--- src/rtl/dps_port_responder.sv ---
// Responder for the MMCM dynamic-phase-shift port: emulated lock, fixed-latency psdone, step count.
// Build option DPS_RESP_PHASE_WRAP_EN: phase count wraps modulo STEPS_PER_PERIOD instead of saturating.
//
// state      | meaning
// S_LOCKWAIT | counting out LOCK_DELAY after reset, requests rejected
// S_IDLE     | locked, ready to accept a step
// S_BUSY     | step in flight, latency counter running
module dps_port_responder #(
  parameter int PSDONE_LATENCY   = 12,
  parameter int LOCK_DELAY       = 16,
`ifdef DPS_RESP_PHASE_WRAP_EN
  parameter int STEPS_PER_PERIOD = 448,
`endif
  parameter int PHASE_W          = 16
) (
  input  logic               psclk_i,
  input  logic               rstn_i,
  input  logic               psen_i,
  input  logic               psincdec_i,
  output logic               locked_o,
  output logic               psdone_o,
  output logic               busy_o,
  output logic [PHASE_W-1:0] phase_steps_o,
  output logic               err_busy_o,
  output logic               err_unlocked_o,
  output logic               sat_o
);

  typedef enum logic [1:0] {S_LOCKWAIT, S_IDLE, S_BUSY} state_t;

  localparam logic [7:0]  LAT_LOAD = 8'(PSDONE_LATENCY - 1);
  localparam logic [15:0] LOCK_TC  = 16'(LOCK_DELAY - 1);

  state_t               state_q, state_d;
  logic [15:0]          lock_cnt_q, lock_cnt_d;
  logic [7:0]           lat_cnt_q, lat_cnt_d;
  logic                 dir_q, dir_d;
  logic                 locked_q, locked_d;
  logic                 psdone_q, psdone_d;
  logic [PHASE_W-1:0]   phase_q, phase_d;
  logic                 err_busy_q, err_busy_d;
  logic                 err_unl_q, err_unl_d;
  logic                 sat_q, sat_d;
  logic [PHASE_W-1:0]   phase_nxt;
  logic                 sat_hit;

  always_ff @(posedge psclk_i or negedge rstn_i) begin
    if (!rstn_i) begin
      state_q    <= S_LOCKWAIT;
      lock_cnt_q <= '0;
      lat_cnt_q  <= '0;
      dir_q      <= 1'b0;
      locked_q   <= 1'b0;
      psdone_q   <= 1'b0;
      phase_q    <= '0;
      err_busy_q <= 1'b0;
      err_unl_q  <= 1'b0;
      sat_q      <= 1'b0;
    end else begin
      state_q    <= state_d;
      lock_cnt_q <= lock_cnt_d;
      lat_cnt_q  <= lat_cnt_d;
      dir_q      <= dir_d;
      locked_q   <= locked_d;
      psdone_q   <= psdone_d;
      phase_q    <= phase_d;
      err_busy_q <= err_busy_d;
      err_unl_q  <= err_unl_d;
      sat_q      <= sat_d;
    end
  end

`ifdef DPS_RESP_PHASE_WRAP_EN
  localparam logic [PHASE_W-1:0] WRAP_TOP = PHASE_W'(STEPS_PER_PERIOD - 1);

  always_comb begin
    sat_hit = 1'b0;
    if (dir_q) phase_nxt = (phase_q == WRAP_TOP) ? '0 : phase_q + 1'b1;
    else       phase_nxt = (phase_q == '0) ? WRAP_TOP : phase_q - 1'b1;
  end
`else
  localparam logic [PHASE_W-1:0] PHASE_MAX = {1'b0, {(PHASE_W-1){1'b1}}};
  localparam logic [PHASE_W-1:0] PHASE_MIN = {1'b1, {(PHASE_W-1){1'b0}}};

  // A step past a limit leaves the count where it is and flags it.
  always_comb begin
    sat_hit   = 1'b0;
    phase_nxt = phase_q;
    if (dir_q) begin
      if (phase_q == PHASE_MAX) sat_hit = 1'b1;
      else                      phase_nxt = phase_q + 1'b1;
    end else begin
      if (phase_q == PHASE_MIN) sat_hit = 1'b1;
      else                      phase_nxt = phase_q - 1'b1;
    end
  end
`endif

  always_comb begin
    state_d    = state_q;
    lock_cnt_d = lock_cnt_q;
    lat_cnt_d  = lat_cnt_q;
    dir_d      = dir_q;
    locked_d   = locked_q;
    psdone_d   = 1'b0;
    phase_d    = phase_q;
    err_busy_d = err_busy_q;
    err_unl_d  = err_unl_q;
    sat_d      = sat_q;
    case (state_q)
      S_LOCKWAIT: begin
        if (psen_i) err_unl_d = 1'b1;
        if (lock_cnt_q == LOCK_TC) begin
          locked_d = 1'b1;
          state_d  = S_IDLE;
        end else begin
          lock_cnt_d = lock_cnt_q + 16'd1;
        end
      end
      S_IDLE: begin
        // The psdone cycle still belongs to the finished step.
        if (psen_i) begin
          if (psdone_q) begin
            err_busy_d = 1'b1;
          end else begin
            dir_d     = psincdec_i;
            lat_cnt_d = LAT_LOAD;
            state_d   = S_BUSY;
          end
        end
      end
      S_BUSY: begin
        if (psen_i) err_busy_d = 1'b1;
        if (lat_cnt_q == 8'd1) begin
          psdone_d  = 1'b1;
          phase_d   = phase_nxt;
          sat_d     = sat_q | sat_hit;
          lat_cnt_d = '0;
          state_d   = S_IDLE;
        end else begin
          lat_cnt_d = lat_cnt_q - 8'd1;
        end
      end
      default: state_d = S_LOCKWAIT;
    endcase
  end

  always_comb begin
    locked_o       = locked_q;
    psdone_o       = psdone_q;
    busy_o         = (state_q == S_BUSY);
    phase_steps_o  = phase_q;
    err_busy_o     = err_busy_q;
    err_unlocked_o = err_unl_q;
    sat_o          = sat_q;
  end

endmodule

--- config.mk ---
export PLATFORM = sky130hd
export DESIGN_NAME = dps_port_responder
export DESIGN_NICKNAME = d
export VERILOG_FILES = /design/src/rtl/dps_port_responder.sv
export SDC_FILE = /design/constraint.sdc
export NUM_CORES = 1
export LEC_CHECK = 0
export CELL_PAD_IN_SITES_DETAIL_PLACEMENT = 0
export CELL_PAD_IN_SITES_GLOBAL_PLACEMENT = 1
export CORE_MARGIN = 1.5
export CORE_UTILIZATION = 45
export CTS_CLUSTER_SIZE = 24
export DETAILED_ROUTE_END_ITERATION = 8
export PLACE_DENSITY_LB_ADDON = 0.3
export REMOVE_ABC_BUFFERS = 1
export SLEW_MARGIN = 20
export SYNTH_ARGS = -nofsm -noshare
export SYNTH_HDL_FRONTEND = slang
export SYNTH_SLANG_ARGS = --single-unit
export TNS_END_PERCENT = 20
--- constraint.sdc ---
create_clock -name psclk_i -period 5.1 [get_ports psclk_i]
set_input_delay 1.53 -clock psclk_i [delete_from_list [all_inputs] [get_ports psclk_i]]
set_output_delay 1.53 -clock psclk_i [all_outputs]
set_load 0.05 [all_outputs]
Yosys cells after proc, flatten, opt, wreduce, memory -nomap -nowiden --
Index checks and enable logic that the tools add are counted.
Storage, ports and cells: register bits after elaboration 48, logic and storage cells 63
Cells by class: bitwise logic cells 3, reduce and logical (&&, ||, !) cells 11, equality and inequality tests 14, muxes and demuxes 21, add/sub/neg operators 4
Operators with widths (count):
- $mux 16 | 3
- $add 16x1->16 const B | 2
- $mux 8 | 3
- $eq 16x15->1 const B | 1
- $eq 16x16->1 const B | 1
- $eq 16x4->1 const B | 1
- $pmux 8 s2 | 1
- $sub 16x1->16 const B | 1
- $ne 2x2->1 const B | 7
- $reduce_and 4->1 | 3
- $eq 8x1->1 const B | 1
- $mux 1 | 8
- $mux 2 | 4
- $reduce_and 2->1 | 4
- $sub 8x1->8 const B | 1
- $pmux 2 s3 | 1
- $reduce_and 3->1 | 2
- $eq 2x1->1 const B | 1
- $eq 2x2->1 const B | 1
- $logic_not 2->1 | 1
- $ne 2x1->1 const B | 1
- $not 1->1 | 2
- $pmux 1 s2 | 1
- $reduce_bool 2->1 | 1
- $or 1x1->1 | 1

Longest topological paths before layout --
depth after elaboration 4, depth in mapped cells 9, depth with buffers taken out 8

Worst setup path after synthesis --
OpenSTA, ideal clock, no wires.
path kind in2reg, start input port psen_i, end register lat_cnt_q[4], slack 2550 ps, stages 5, path buffers 0, arrival time 2421 ps, cell sequence nand2b_1 -> nor3b_1 -> nor2_1 -> o21ai_0 -> o31ai_1
On the way: word-level cells in the longest chain between the ends 2
RTL lines:
- from (decl) | line 18 | input logic psen_i,
- $ne 2x2->1 (no line)
- $reduce_and 3->1 (no line)
- to (signal assigned) | line 62 | lat_cnt_q <= lat_cnt_d;
- to (decl) | line 36 | logic [7:0] lat_cnt_q, lat_cnt_d;
Every way passes these cells. A chain may end at the register's enable or synchronous reset.

Worst setup path after layout --
start register state_q[0], end output port busy_o
On the way: word-level cells in the longest chain between the ends 1
RTL lines:
- from (decl) | line 34 | state_t state_q, state_d;
- from (signal assigned) | line 60 | state_q <= state_d;
- $eq 2x2->1 | line 151 | busy_o = (state_q == S_BUSY);
- to (decl) | line 22 | output logic busy_o,
Every way passes these cells.

==> results.yml <==
floorplanning:
  start_util_pct: 47.48
  rows: 28
  coreArea_um2: 6061
  dieArea_um2: 6884
  die_y_um: 82.97
  io_pins: 26
  fp.dieW_um: 82.97
power_and_ir_drop:
  p_leak_nw: 1.503
  netSwitchingFraction_pct: 43.56
  power_switching_mw: 0.7361
  p_total_mw: 1.690
  power_density_nw_per_um2: 508.2
  p_seq_share_pct: 30.9
  pwr-share-comb_pct: 49.1
  ir_drop_uv: 311.0
  p_clk_share_pct: 20.0
  p_int_mw: 0.9535
timing:
  rsz0062_at_grt: "false"
  worstMarginPinSlew_ns: 0.9340
  setup_viol: 0
  tns_ns: 0
  max_freq_mhz: 282.5
  finalCritPeriodShare_pct: 69.42
  relSlewSlack_pct: 37.73
  hold_viol_final: 0
  finalMaxSlewViolations: 0
  fin_skew_ns: 0.008654
  min_period_ns: 3.540
cells_and_area:
  final_cell_mix: "dfrtp_1 (48), nand2_1 (34), nor2_1 (24), clkdlybuf4s50_1 (24), o21ai_0 (20)"
  syn_to_final_growth_pct: 15.52
  mostFrequentLayoutCell: "dfrtp_1"
  diodes: 0
  finalNetCount: 358
  drive_gt1_share_pct: 5.638
yosys:
  synth-seq-cells: 48
  ys_warn_count: 0
  syn_area_um2: 2878
  synth_cells: 308
  synthArstFlopShare_pct: 100.0
  synthFlopType: "dfrtp_1"
  synth_edf_count: 0
  postSynthAreaPerCell_um2: 9.343
  synth.distinct_cells: 56
  seq_area_frac_synth_pct: 41.74
grt:
  grt_start_max_net_pins: 49
  track_usage_pct: 18.44
  grt_pass1_vias: 2215
  gr-total-overflow: 0
  grt_antenna_before_repair: 0
  grt_pass1_wl_um: 10650
placement:
  dp_hpwl_um: 4250
  io_buffers: 25
  gp_congestion: 0.8152
clock_network:
  h-tree-depth: 2
  postCtsSetupBuffers: 0
  cts_sinks: 48
  postCtsResizedCells: 0
  ctsLongestPathBuffers: 2
  hold_buffers: 0
  cts_buffers: 5
  clock-root-buffer: "clkbuf_8"
  cts_tree: "built"
  clkTransAtPathRegs_ns: 0.10
  clk_latency_ns: 0.31
drt:
  drt-initial-drc-count: 118
  vias_per_cell: 5.587
  drc_errors: 0
  vias: 2302
  ant_nets: 0
  wl_per_cell_um: 14.61
  drt_first_pass_iters: 4
  wirelength_um: 6019
setup_path:
  endpoint_kind: "primary output"
  crit_path_max_incr_delay_ns: 0.83
  startpoint_type: "flip-flop"
  path_class: "reg2out"
  arrival_ns: 2.01
  crit_chain: "nand2b_1 -> inv_1 -> clkdlybuf4s50_1"
  path_max_fanout: 7
  crit_required_ns: 3.57
  crit_slowest_cell: "clkdlybuf4s50_1"
run_status:
  status: "finished, final reports clean"
min_path:
  hold_class: "reg2reg"
job:
  cap_violations: 0
## synth_stat cells, drive strengths merged, types with 4 or more instances
library cell / n / area [um^2]
buf: 5 / 37.53
ha: 17 / 212.7
xor2: 15 / 131.4
nand2: 34 / 127.6
nor3: 5 / 30.03
o21ai: 31 / 155.1
a21oi: 14 / 70.07
nand3: 10 / 50.05
nor2: 25 / 96.35
nand2b: 4 / 25.02
and3: 5 / 31.28
xnor2: 12 / 105.1
dfrtp: 48 / 1201
nand4: 12 / 75.07
inv: 13 / 48.80
a21o: 5 / 37.54
## state kept, by name, indices dropped and copies added (netlist names)
signal and flops:
psdone_o 1, lock_cnt_q 16, sat_o 1, err_busy_o 1
state_q 2, dir_q 1, err_unlocked_o 1, phase_steps_o 16
locked_o 1, lat_cnt_q 8
## worst max-delay path, delay by kind of cell (launching register included)
kind / cells / cell delay (ns)
buffers and inverters: 2 / 1.02
AND/OR/NAND/NOR: 1 / 0.24
flip-flops: 1 / 0.44
## path summary, 6_finish.rpt
check / depth (start not counted) / startpoint / slack, ns / end
hold / removal: 1 / err_unlocked_o / 0.47 / err_unlocked_o
setup reg to reg: 8 / dir_q / 2.23 / phase_steps_o[12]
setup / recovery: 3 / state_q[0] / 1.56 / busy_o
min in group asynchronous: 2 / rstn_i / 1.31 / phase_steps_o[2]
hold reg to reg: 1 / err_unlocked_o / 0.47 / err_unlocked_o
max in group asynchronous: 2 / rstn_i / 3.37 / phase_steps_o[5]
## per-stage QoR
stage | cell area [um^2] | hold slack (ns) | utilization, % | std cells | worst slack, ns
after floorplan | 2840 | 0.4376 | - | 303 | 2.550
after global placement | 3187 | 0.4435 | 52.58 | 404 | 1.720
after detailed placement | 3187 | 0.4455 | 52.58 | 404 | 1.725
after CTS | 3324 | 0.4705 | 54.85 | 412 | 1.545
after global routing | 3324 | 0.4954 | 54.85 | 412 | 1.464
final | 3324 | 0.4657 | 54.85 | 412 | 1.560
## layer usage
| metal | global-route usage (%) | up-vias | routed length [um] |
|---|---|---|---|
| met5 | 0 | - | 0 |
| met4 | 4.242 | 0 | 59 |
| met3 | 3.181 | 7 | 143 |
| met2 | 27.64 | 29 | 2554 |
| met1 | 27.78 | 1097 | 3262 |
| li1 | - | 1169 | - |
## power by group through the flow
| stage | clock [mW] | sequential (mW) | combinational (mW) |
|---|---|---|---|
| global placement | 0 | 0.526 | 0.817 |
| detailed placement | 0 | 0.528 | 0.821 |
| global route | 0.360 | 0.535 | 0.915 |
| finish | 0.338 | 0.522 | 0.829 |
| floorplan | 0 | 0.610 | 0.534 |
| CTS | 0.347 | 0.521 | 0.828 |
## cell type report
class                   count  area, um^2
clock buffers               5       68.82
repair buffers             26       252.7
well taps                  75       93.84
fillers                   575        2736
clock inverters             3       68.82
multi-input cells         242        1590
flip-flops and latches     48        1201
inverters                  13       48.80
## cells by family (layout without fill, tap and decap cells)
| kind of cell | Yosys count | in the layout | synth area share (%) |
|---|---|---|---|
| simple gates | 120 | 120 | 21.96 |
| mux | 1 | 1 | 0.3913 |
| buf+inv | 18 | 47 | 3.000 |
| fa+ha+maj | 18 | 18 | 8.087 |
| compound gates | 76 | 76 | 16.61 |
| flops | 48 | 48 | 41.74 |
| xor+xnor | 27 | 27 | 8.218 |
Note: power is estimated with default switching activity, not from simulation.
